$ cat src/rtl/sdi_tx_framer.sv
// HD-SDI transmit framer: raster timing, EAV/SAV, LN and per-channel CRC insertion. Outputs registered (1 cycle after h/line).
// vid_rd is combinational with no backpressure; upstream must supply a sample on every vid_rd cycle.
module sdi_tx_framer #(
   parameter int H_ACTIVE    = 1920,
   parameter int H_TOTAL     = 2200,
   parameter int V_TOTAL     = 1125,
   parameter int V_ACT_FIRST = 42,
   parameter int V_ACT_LAST  = 1121
) (
   input  logic        tx_clk,
   input  logic        rstn,
   input  logic        tx_en,
   input  logic [9:0]  vid_y,
   input  logic [9:0]  vid_c,
   output logic        vid_rd,
   output logic [19:0] txdata,
   output logic        trs_out,
   output logic        sof,
   output logic        vblank,
   output logic        hblank,
   output logic [10:0] ln_out
);
   localparam int B  = H_TOTAL - H_ACTIVE;
   localparam int HW = $clog2(H_TOTAL);

   localparam logic [HW-1:0] H_LAST = HW'(H_TOTAL - 1);
   localparam logic [HW-1:0] H_EAV3 = HW'(3);
   localparam logic [HW-1:0] H_LN0  = HW'(4);
   localparam logic [HW-1:0] H_LN1  = HW'(5);
   localparam logic [HW-1:0] H_CRC0 = HW'(6);
   localparam logic [HW-1:0] H_CRC1 = HW'(7);
   localparam logic [HW-1:0] H_SAV  = HW'(B - 4);
   localparam logic [HW-1:0] H_SAV3 = HW'(B - 1);
   localparam logic [HW-1:0] H_ACT  = HW'(B);
   localparam logic [10:0]   L_FIRST = 11'(V_ACT_FIRST);
   localparam logic [10:0]   L_LAST  = 11'(V_ACT_LAST);
   localparam logic [10:0]   L_TOTAL = 11'(V_TOTAL);
   // x^18+x^5+x^4+1 in LSB-first (bit-reversed) register form
   localparam logic [17:0]   CRC_TAPS = 18'h23000;

   function automatic logic [9:0] f_xyz(input logic v, input logic h);
      return {1'b1, 1'b0, v, h, v ^ h, h, v, v ^ h, 2'b00};
   endfunction

   function automatic logic [9:0] f_clamp(input logic [9:0] d);
      if (d < 10'h004)      return 10'h004;
      else if (d > 10'h3FB) return 10'h3FB;
      else                  return d;
   endfunction

   function automatic logic [17:0] f_crc(input logic [17:0] c, input logic [9:0] d);
      logic [17:0] r;
      logic        fb;
      r = c;
      for (int i = 0; i < 10; i++) begin
         fb = r[0] ^ d[i];
         r  = {1'b0, r[17:1]} ^ (fb ? CRC_TAPS : 18'h0);
      end
      return r;
   endfunction

   logic [HW-1:0] r_h;
   logic [10:0]   r_line;
   logic [17:0]   r_crc_y, r_crc_c;

   logic          w_vb, w_act, w_trs;
   logic [9:0]    w_y, w_c, w_ln0, w_ln1;
   logic [17:0]   w_crc_y_nxt, w_crc_c_nxt;

   always_comb begin
      w_vb  = (r_line < L_FIRST) || (r_line > L_LAST);
      w_act = (r_h >= H_ACT);
      w_ln0 = {~r_line[6], r_line[6:0], 2'b00};
      w_ln1 = {1'b1, 3'b000, r_line[10:7], 2'b00};
      w_y   = 10'h040;
      w_c   = 10'h200;
      w_trs = 1'b0;

      if (r_h < H_LN0) begin
         w_trs = 1'b1;
         if (r_h == '0)          begin w_y = 10'h3FF; w_c = 10'h3FF; end
         else if (r_h == H_EAV3) begin w_y = f_xyz(w_vb, 1'b1); w_c = w_y; end
         else                    begin w_y = 10'h000; w_c = 10'h000; end
      end else if (r_h == H_LN0) begin
         w_y = w_ln0; w_c = w_ln0;
      end else if (r_h == H_LN1) begin
         w_y = w_ln1; w_c = w_ln1;
      end else if (r_h == H_CRC0) begin
         w_y = {~r_crc_y[8], r_crc_y[8:0]};
         w_c = {~r_crc_c[8], r_crc_c[8:0]};
      end else if (r_h == H_CRC1) begin
         w_y = {~r_crc_y[17], r_crc_y[17:9]};
         w_c = {~r_crc_c[17], r_crc_c[17:9]};
      end else if (r_h >= H_SAV && !w_act) begin
         w_trs = 1'b1;
         if (r_h == H_SAV)       begin w_y = 10'h3FF; w_c = 10'h3FF; end
         else if (r_h == H_SAV3) begin w_y = f_xyz(w_vb, 1'b0); w_c = w_y; end
         else                    begin w_y = 10'h000; w_c = 10'h000; end
      end else if (w_act && !w_vb) begin
         w_y = f_clamp(vid_y);
         w_c = f_clamp(vid_c);
      end

      // CRC covers the active region (blanking too on vblank lines), then LN0/LN1
      w_crc_y_nxt = r_crc_y;
      w_crc_c_nxt = r_crc_c;
      if (r_h == H_CRC1) begin
         w_crc_y_nxt = '0;
         w_crc_c_nxt = '0;
      end else if (w_act || r_h == H_LN0 || r_h == H_LN1) begin
         w_crc_y_nxt = f_crc(r_crc_y, w_y);
         w_crc_c_nxt = f_crc(r_crc_c, w_c);
      end

      vid_rd = rstn & tx_en & w_act & ~w_vb;
   end

   always_ff @(posedge tx_clk or negedge rstn) begin
      if (!rstn) begin
         r_h     <= '0;
         r_line  <= 11'd1;
         r_crc_y <= '0;
         r_crc_c <= '0;
         txdata  <= '0;
         trs_out <= 1'b0;
         sof     <= 1'b0;
         vblank  <= 1'b0;
         hblank  <= 1'b0;
         ln_out  <= '0;
      end else if (!tx_en) begin
         r_h     <= '0;
         r_line  <= 11'd1;
         r_crc_y <= '0;
         r_crc_c <= '0;
         txdata  <= {10'h040, 10'h200};
         trs_out <= 1'b0;
         sof     <= 1'b0;
         vblank  <= 1'b0;
         hblank  <= 1'b0;
         ln_out  <= '0;
      end else begin
         txdata  <= {w_y, w_c};
         trs_out <= w_trs;
         sof     <= (r_h == '0) && (r_line == 11'd1);
         vblank  <= w_vb;
         hblank  <= ~w_act;
         ln_out  <= r_line;
         r_crc_y <= w_crc_y_nxt;
         r_crc_c <= w_crc_c_nxt;
         if (r_h == H_LAST) begin
            r_h    <= '0;
            r_line <= (r_line == L_TOTAL) ? 11'd1 : r_line + 11'd1;
         end else begin
            r_h <= r_h + HW'(1);
         end
      end
   end
endmodule

$ cat config.mk
export PLATFORM = sky130hd
export DESIGN_NAME = sdi_tx_framer
export DESIGN_NICKNAME = d
export VERILOG_FILES = /design/src/rtl/sdi_tx_framer.sv
export SDC_FILE = /design/constraint.sdc
export NUM_CORES = 1
export LEC_CHECK = 0
export CAP_MARGIN = 5
export CORE_MARGIN = 2
export CORE_UTILIZATION = 45
export CTS_CLUSTER_DIAMETER = 200
export CTS_CLUSTER_SIZE = 14
export DETAILED_ROUTE_END_ITERATION = 10
export PLACE_DENSITY_LB_ADDON = 0.1
export SLEW_MARGIN = 20
export SYNTH_ARGS = -nofsm -noshare
export SYNTH_HDL_FRONTEND = slang
export SYNTH_SLANG_ARGS = --single-unit
$ cat constraint.sdc
create_clock -name tx_clk -period 4.9 [get_ports tx_clk]
set_clock_uncertainty 0.1 [all_clocks]
set_input_delay 0.735 -clock tx_clk [delete_from_list [all_inputs] [get_ports tx_clk]]
set_output_delay 0.735 -clock tx_clk [all_outputs]
set_load 0.005 [all_outputs]
# After elaboration in Yosys (flattened, before gate mapping)
# Cells that the tools add are included.
[classes] add_sub_neg=2 magnitude_cmp=9 n_eq_ne=12 n_mux=65 n_bitwise=50 reduce_logical=9
[op_table] cell="18-bit 2-to-1 mux" n=26
[op_table] cell="17-bit by 18-bit bitwise XOR with 18-bit output" n=20
[op_table] cell="10-bit 2-to-1 mux" n=22
[op_table] cell="12-bit by 3-bit equality test with 1-bit output, second input constant" n=4
[op_table] cell="11-bit 2-to-1 mux" n=4
[op_table] cell="12-bit by 9-bit equality test with 1-bit output, second input constant" n=2
[op_table] cell="12-bit by 9-bit greater-or-equal comparator with 1-bit output, second input constant" n=2
[op_table] cell="12-bit 2-to-1 mux" n=2
[op_table] cell="10-bit > comparator, second input constant" n=2
[op_table] cell="10-bit by 3-bit < comparator with 1-bit output, second input constant" n=2
[op_table] cell="20-bit 2-to-1 mux" n=1
[op_table] cell="1-bit bitwise XOR" n=20
[op_table] cell="12-bit by 1-bit adder with 12-bit output, second input constant" n=1
[op_table] cell="12-bit equality test, second input constant" n=1
[op_table] cell="12-bit by 2-bit equality test with 1-bit output, second input constant" n=1
[op_table] cell="12-bit zero test" n=1
[op_table] cell="12-bit by 3-bit < comparator with 1-bit output, second input constant" n=1
[op_table] cell="11-bit by 1-bit adder with 11-bit output, second input constant" n=1
[op_table] cell="11-bit by 1-bit equality test with 1-bit output, second input constant" n=1
[op_table] cell="11-bit equality test, second input constant" n=1
[op_table] cell="11-bit > comparator, second input constant" n=1
[op_table] cell="11-bit by 6-bit < comparator with 1-bit output, second input constant" n=1
[op_table] cell="1-bit 2-to-1 mux" n=10
[op_table] cell="1-bit inverter" n=7
[op_table] cell="6 further kinds" n=13
[word_totals] register_bits=94 in_bits=23 out_inout_bits=36 elab_cells=157

# Longest topological paths before layout
# Gate-level depths: netlist of the first run.
[logic_depth] depth_word=44 mapped_depth=13 ltp_nobuf=11

# Least setup slack after synthesis of the first run
# No wires, ideal clock.
[synth_path] kind="register to register" start="register r_h[8]" end="register r_crc_c[9]" setup_ps=121 t_arrival_ps=2813 t_required_ps=4679 path_slack_ps=1866 path_stages_with_launch=11 path_buffers=3 period_less_slack_ps=3034 cell_sequence="dfrtp_1 -> buf_6 -> or4_1 -> buf_2 -> or4_4 -> clkbuf_8 -> o211ai_1 -> a21oi_1 -> xnor2_1 -> xnor3_1 -> a22o_1"
[synth_via] elab_chain_len=23 word_cells_on_any_way=46 classes_between="3 x order compare; 8 x eq/ne; 17 x mux; 12 x bitwise; 6 x reduce/logical"
[synth_lines] element="from (decl)" line="62" source="logic [HW-1:0] r_h;"
[synth_lines] element="from (signal assigned)" line="154" source="r_h <= r_h + HW'(1);"
[synth_lines] element="12-bit by 9-bit greater-or-equal comparator with 1-bit output" line="72" source="w_act = (r_h >= H_ACT);"
[synth_lines] element="1-bit logical AND / 1-bit zero test (equally long branches)" line="99, 94"
[synth_lines] element="10-bit 2-to-1 mux / 1-bit logical AND (equally long branches)" line="99, 94"
[synth_lines] element="10-bit 2-to-1 mux" line="94" source="end else if (r_h >= H_SAV && !w_act) begin"
[synth_lines] element="10-bit 2-to-1 mux" line="91" source="end else if (r_h == H_CRC1) begin"
[synth_lines] element="10-bit 2-to-1 mux" line="88" source="end else if (r_h == H_CRC0) begin"
[synth_lines] element="10-bit 2-to-1 mux" line="86" source="end else if (r_h == H_LN1) begin"
[synth_lines] element="10-bit 2-to-1 mux" line="84" source="end else if (r_h == H_LN0) begin"
[synth_lines] element="10-bit 2-to-1 mux" line="79" source="if (r_h < H_LN0) begin"
[synth_lines] element="1-bit bitwise XOR" line="56" source="fb = r[0] ^ d[i];"
[synth_lines] element="18-bit 2-to-1 mux" line="57" source="r = {1'b0, r[17:1]} ^ (fb ? CRC_TAPS : 18'h0);"
[synth_lines] element="17-bit by 18-bit bitwise XOR with 18-bit output (9 in a row)" line="57"
[synth_lines] element="18-bit 2-to-1 mux" line="110" source="end else if (w_act || r_h == H_LN0 || r_h == H_LN1) begin"
[synth_lines] element="18-bit 2-to-1 mux" line="107" source="if (r_h == H_CRC1) begin"
[synth_lines] element="18-bit 2-to-1 mux" line="130" source="end else if (!tx_en) begin"
[synth_lines] element="to (signal assigned)" line="149" source="r_crc_c <= w_crc_c_nxt;"
[synth_lines] element="to (decl)" line="64" source="logic [17:0] r_crc_y, r_crc_c;"
# Several ways; a longest one is shown, not always the timed one. The select of a mux whose other input is x is not followed.
# A chain may end at the register's enable or synchronous reset.

# Worst setup path after layout of the first run
[layout_path] start="register r_line[4]" end="output port vid_rd"
[layout_via] elab_chain_len=4 word_cells_on_any_way=5 classes_between="2 x order compare; 2 x bitwise; 1 x reduce/logical"
[layout_lines] element="from (decl)" line="63" source="logic [10:0] r_line;"
[layout_lines] element="from (signal assigned)" line="152" source="r_line <= (r_line == L_TOTAL) ? 11'd1 : r_line + 11'd1;"
[layout_lines] element="11-bit by 6-bit < comparator with 1-bit output / 11-bit > comparator (equally long branches)" line="71" source="w_vb = (r_line < L_FIRST) || (r_line > L_LAST);"
[layout_lines] element="1-bit logical OR *" line="71"
[layout_lines] element="1-bit inverter *" line="115" source="vid_rd = rstn & tx_en & w_act & ~w_vb;"
[layout_lines] element="1-bit bitwise AND *" line="115"
[layout_lines] element="to (decl)" line="15" source="output logic vid_rd,"
# Mark *: on every way between the ends. The rest lies on a longest branch, timed or not.

==> reports/qor.csv, run 1 <==
metric;value;unit
synth.area.top_cells;dfrtp_1, xnor2_1, o21ai_0;
cts.path.max_buffers;2;
die_h;118.3;um
ys_warn_count;0;
antenna_found_initial;0;
drt_iter0_drc;521;
power.density;304.8;mW/mm^2
syn_inst;630;
cts_buffers;9;
finalNetCount;704;
fin_setup_tns;0;ps
wl_per_cell;21.54;um
hold_viol;0;
yosysSeqAreaShare;40.05;%
use_met3;3.909;%
clock_tree.htree_level_count;3;
port_buffers;58;
worstSetupPathType;reg2out;
power;2082;uW
cp_max_fo;12;
synth_edf_count;0;
start_util;46.38;%
via_count;5212;
gp_congestion;0.9724;
met2_usage;38.15;%
preCtsSetupSlack;1226;ps
holdWs;241.3;ps
syn_area;0.005877;mm^2
status;finished, final reports clean;
start_kind;register;
synth_cell_type_count;91;
synth-simple-area-share;20.50;%
use_met1;40.81;%
cts_tree;done;
grt_busiest_layer;met1;
postPlaceCellArea;0.006509;mm^2
die_w;118.3;um
coreArea;0.01267;mm^2
grt_first_pass_wirelength;29050;um
avgSynthCellArea;9.328;um^2
wl;18360;um
grt_usage;26.99;%
hpwl;13590;um
diodes;0;
yosysMostFrequentCell;dfrtp_1;
drt-pass1-iter-count;5;
synth_top_family_by_area;compound AO/OA/AOI/OAI gates;
synth_xor_area_share;9.879;%
design_area;0.006830;mm^2
synth_seq_cells;94;
grt_max_degree;61;
fin_crit;3795;ps
postCtsSetupRepairBufs;0;
synth-compound-area-share;22.63;%
leakage;0.002887;uW
drive_gt1_share;9.265;%
rows;41;
clk_pin_slew_worst_paths;70;ps
cts_resized;0;
synthMuxAreaShare;0.5323;%
drv_cap;0;
maxSlewHeadroom;20.69;%
grt_overflow;0;
worst_ep_arrival_time;2960;ps
ctsHoldBuffers;0;
synth_ff_type;dfrtp_1;
slew_viol_final;0;
antenna_left;0;
root_buffer;clkbuf_16;
ir_worst_vdd;131.3;uV
hold_path_class;in2async;
synth.top_cell.area_share;39.60;%
synthAdderAreaFrac;1.277;%
rsz0062_at_grt;false;
die_area;0.01399;mm^2
num_io_pins;59;
fin_ws;1105;ps
cts_sinks;94;
syn2layout_area_growth;16.22;%
grt_pass1_vias;4858;
finalCritPeriodShare;77.45;%
worstSetupEndpointType;primary output;
clkLatencyLatePin;350;ps
synth-async-reset-ratio;100.0;%
max_slew.worst_pin.slew;1190;ps
ys_top_cells_by_count;dfrtp_1, nand2_1, o21ai_0;
crit_required;4070;ps
avgViaCountPerCell;6.117;
setup_viol_count_final;0;
yosysTopAreaCell;dfrtp_1;
fmax;0.2635;GHz
drc;0;
synth_nets;659;
metal layers:
| metal | wire length (um) | up-vias |
|---|---|---|
| met5 | 0 | - |
| met1 | 8583 | 2546 |
| li1 | - | 2375 |
| met4 | 612 | 0 |
| met2 | 7789 | 250 |
| met3 | 1371 | 41 |
registers in the layout, summed over array words and instances (netlist names):
| signal | flops |
|---|---|
| r_line | 11 |
| hblank | 1 |
| sof | 1 |
| r_crc_y | 18 |
| vblank | 1 |
| ln_out | 11 |
| trs_out | 1 |
| txdata | 20 |
| r_h | 12 |
| r_crc_c | 18 |
power by group:
group | internal [uW] | total (uW) | switching (uW)
combinational | 213 | 480 | 267
sequential | 809 | 833 | 23.9
clock | 452 | 769 | 317
cells in the final DEF (no fill, tap or decap), types with 4 or more instances in the layout:
cell	netlist	routed
nand2_1	68	68
nand4_1	8	8
inv_1	12	12
nand3_1	14	14
nor2_1	49	49
xnor2_1	38	38
xor2_1	22	22
and3_1	11	11
ha_1	6	6
a21oi_1	29	29
a22o_1	10	10
o31ai_1	4	4
nor4_1	6	6
and2_1	16	16
a31oi_1	5	5
buf_4	3	13
a21boi_0	4	4
nand2b_1	4	4
o22ai_1	8	8
nor3_1	15	14
o21ai_0	51	51
dfrtp_1	93	93
o21ai_1	11	11
or3_1	11	11
a221oi_1	5	5
clkdlybuf4s50_1	0	57
clkbuf_16	0	9
o211a_1	4	4
kinds of logic (layout without fill, tap and decap cells):
logic type	count (synthesis)	in the layout
AND/OR/NAND/NOR	230	230
multiplexers	3	3
XOR/XNOR	63	63
AO/OA/AOI/OAI	186	186
buffers and inverters	48	98
flip-flops	94	94
adder cells (fa/ha/maj)	6	6
cell type report:
cell class	count	area, um^2
multi-input combinational	488	3227
tap	172	215.2
timing repair buffer	70	668.1
clock buffer	10	229.0
inverter	12	45.04
fill	1209	5841
clock inverter	6	92.59
sequential	94	2354
per-stage QoR:
| step | cells | utilization, % |
|---|---|---|
| after floorplan | 630 | - |
| after global placement | 836 | 51.37 |
| after detailed placement | 836 | 51.37 |
| after CTS | 852 | 53.91 |
| after global routing | 852 | 53.91 |
| final | 852 | 53.91 |
path summary, 6_finish.rpt:
path | from | end | slack [ps] | depth (start not counted)
max | r_line[4]$_DFFE_PN0P_ | vid_rd | 1100 | 5
min | rstn | ln_out[6]$_DFF_PN0_ | 240 | 1
max reg2reg | r_line[4]$_DFFE_PN0P_ | r_crc_y[8]$_DFFE_PN0P_ | 1220 | 9
min reg2reg | r_crc_y[3]$_DFFE_PN0P_ | r_crc_y[3]$_DFFE_PN0P_ | 390 | 2
max in group asynchronous | rstn | r_crc_y[15]$_DFFE_PN0P_ | 3330 | 2
min in group tx_clk | r_crc_y[3]$_DFFE_PN0P_ | r_crc_y[3]$_DFFE_PN0P_ | 390 | 2
critical path, cell delays in order (launching register included):
cell	delay, ps
dfrtp_1	500
or3_1	480
o311a_1	440
nor3_4	460
and3_1	220
clkdlybuf4s50_1	500
Power figures use the tool's default switching activity.
==> run 2, diff against run 1 <==
Clock period 4.9 ns to 3.7 ns, I/O delays scaled along.
==> run 2 against run 1 <==
Against the previous run:
- setup slack got worse by 960 ps
- largest cell class unchanged
- sequential share of layout area decreased by 1.0 points
- flip-flop and latch count unchanged
- global-route usage increased by 0.63 points
- cell area increased by 3.1%
- count of clock-buffer cells in the layout decreased by 1
- hold slack got worse by 220 ps
- critical path type is now reg2reg
- routed wire length increased by 2.4%
- via count increased by 1.6%
- die area unchanged
==> reports/qor.csv, run 2 (synthesized netlist as in run 1, its figures left out) <==
metric;value;unit
ir_worst_vdd;192.7;uV
drt-pass1-iter-count;5;
wl;18800;um
grt_max_degree;68;
holdWs;20.74;ps
clkLatencyLatePin;360;ps
fin_crit;3556;ps
drive_gt1_share;12.50;%
postCtsSetupRepairBufs;0;
start_util;46.38;%
regArea;0.002354;mm^2
reg_top3;txdata x20, r_crc_c x18, r_crc_y x18;
drv_cap;0;
grt_usage;27.61;%
cp_max_fo;8;
start_kind;register;
fmax;0.2812;GHz
largest_reg_flops;20;
stdcell_count;876;
gp_congestion;0.9827;
syn2layout_area_growth;19.84;%
grt_pass1_vias;5041;
met2_length;8237;um
grt_overflow;0;
dpl.cell_count;860;
power.density;407.6;mW/mm^2
power;2871;uW
die_h;118.3;um
rsz0062_at_grt;false;
via_count;5297;
preCtsSetupSlack;225.8;ps
finalCritPeriodShare;96.11;%
fin_setup_tns;0;ps
cts_tree;done;
hpwl;13950;um
wl_met3;1450;um
ctsHoldBuffers;0;
multiInputGateArea;0.003227;mm^2
leakage;0.003022;uW
crit_required;3820;ps
max_slew.worst_pin.slew;828.2;ps
hold_viol;0;
fin_ws;143.9;ps
worstSetupEndpointType;register;
cts_sinks;94;
root_buffer;clkbuf_16;
avgViaCountPerCell;6.047;
antenna_left;0;
max_flop_register;txdata;
n_fill_cell;1196;
finalNetCount;728;
wirelength_met1;8739;um
diodes;0;
rows;41;
worst_ep_arrival_time;3680;ps
setup_viol_count_final;0;
clock_tree.htree_level_count;3;
cts_buffers;9;
port_buffers;58;
hold_path_class;in2async;
clk_pin_slew_worst_paths;70;ps
die_area;0.01399;mm^2
dr.max_layer_used;met4;
status;finished, final reports clean;
antenna_found_initial;1;
final_cell_mix;dfrtp_1, nand2_1, clkdlybuf4s50_1, o21ai_0, nor2_1;
die_w;118.3;um
drc;0;
worstSetupPathType;reg2reg;
coreArea;0.01267;mm^2
cts.path.max_buffers;2;
drt_iter0_drc;538;
grt_first_pass_wirelength;29660;um
wl_per_cell;21.46;um
num_io_pins;59;
final_common_cell;dfrtp_1;
maxSlewHeadroom;44.78;%
slew_viol_final;0;
[run 2: final timing paths]
path	cells after the start	startpoint	slack [ps]	end
max reg2reg	10	r_line[9]$_DFFE_PN0P_	140	r_crc_c[12]$_DFFE_PN0P_
max	10	r_line[9]$_DFFE_PN0P_	140	r_crc_c[12]$_DFFE_PN0P_
min	1	rstn	20	ln_out[6]$_DFF_PN0_
min reg2reg	2	r_crc_y[3]$_DFFE_PN0P_	390	r_crc_y[3]$_DFFE_PN0P_
max in group asynchronous	2	rstn	2310	r_crc_y[12]$_DFFE_PN0P_
min in group tx_clk	2	r_crc_y[3]$_DFFE_PN0P_	390	r_crc_y[3]$_DFFE_PN0P_
[run 2: stage by stage]
step / util [%] / instance area [um^2]
after global placement: 52.79 / 6689
after detailed placement: 52.79 / 6689
after global routing: 55.58 / 7043
final: 55.58 / 7043
after CTS: 55.58 / 7043
after floorplan: - / 5877
[run 2: repair_timing]
item,in CTS,in global routing
setup endpoints to repair,0,2
gates resized for setup,0,1
hold endpoints to repair,0,0
[run 2: cell type report]
class	count	share of cell area, %
Clock buffer	9	3.198
Sequential cell	94	33.42
Timing Repair Buffer	94	12.04
Tap cell	172	3.056
Inverter	12	0.6395
Multi-Input combinational cell	488	45.82
Clock inverter	7	1.830
[run 2: report_power, final]
| part | internal [uW] | switching, uW |
|---|---|---|
| clock | 673 | 442 |
| combinational | 299 | 358 |
| sequential | 1070 | 29.2 |
[run 2: routing by layer]
layer / GRT usage (%) / vias up
met2: 39.99 / 243
met5: 0 / -
met1: 40.83 / 2601
met4: 10.24 / 0
li1: - / 2427
met3: 5.164 / 26
[run 2: critical path, stage by stage (launching register included)]
cell      delay [ps]
dfrtp_1          470
or3_4            460
o311ai_4         450
nand3_2          270
o21ai_0          490
a21boi_0         260
o21ai_1          360
xor2_1           190
buf_4            160
xnor2_1          110
o21ai_0           90
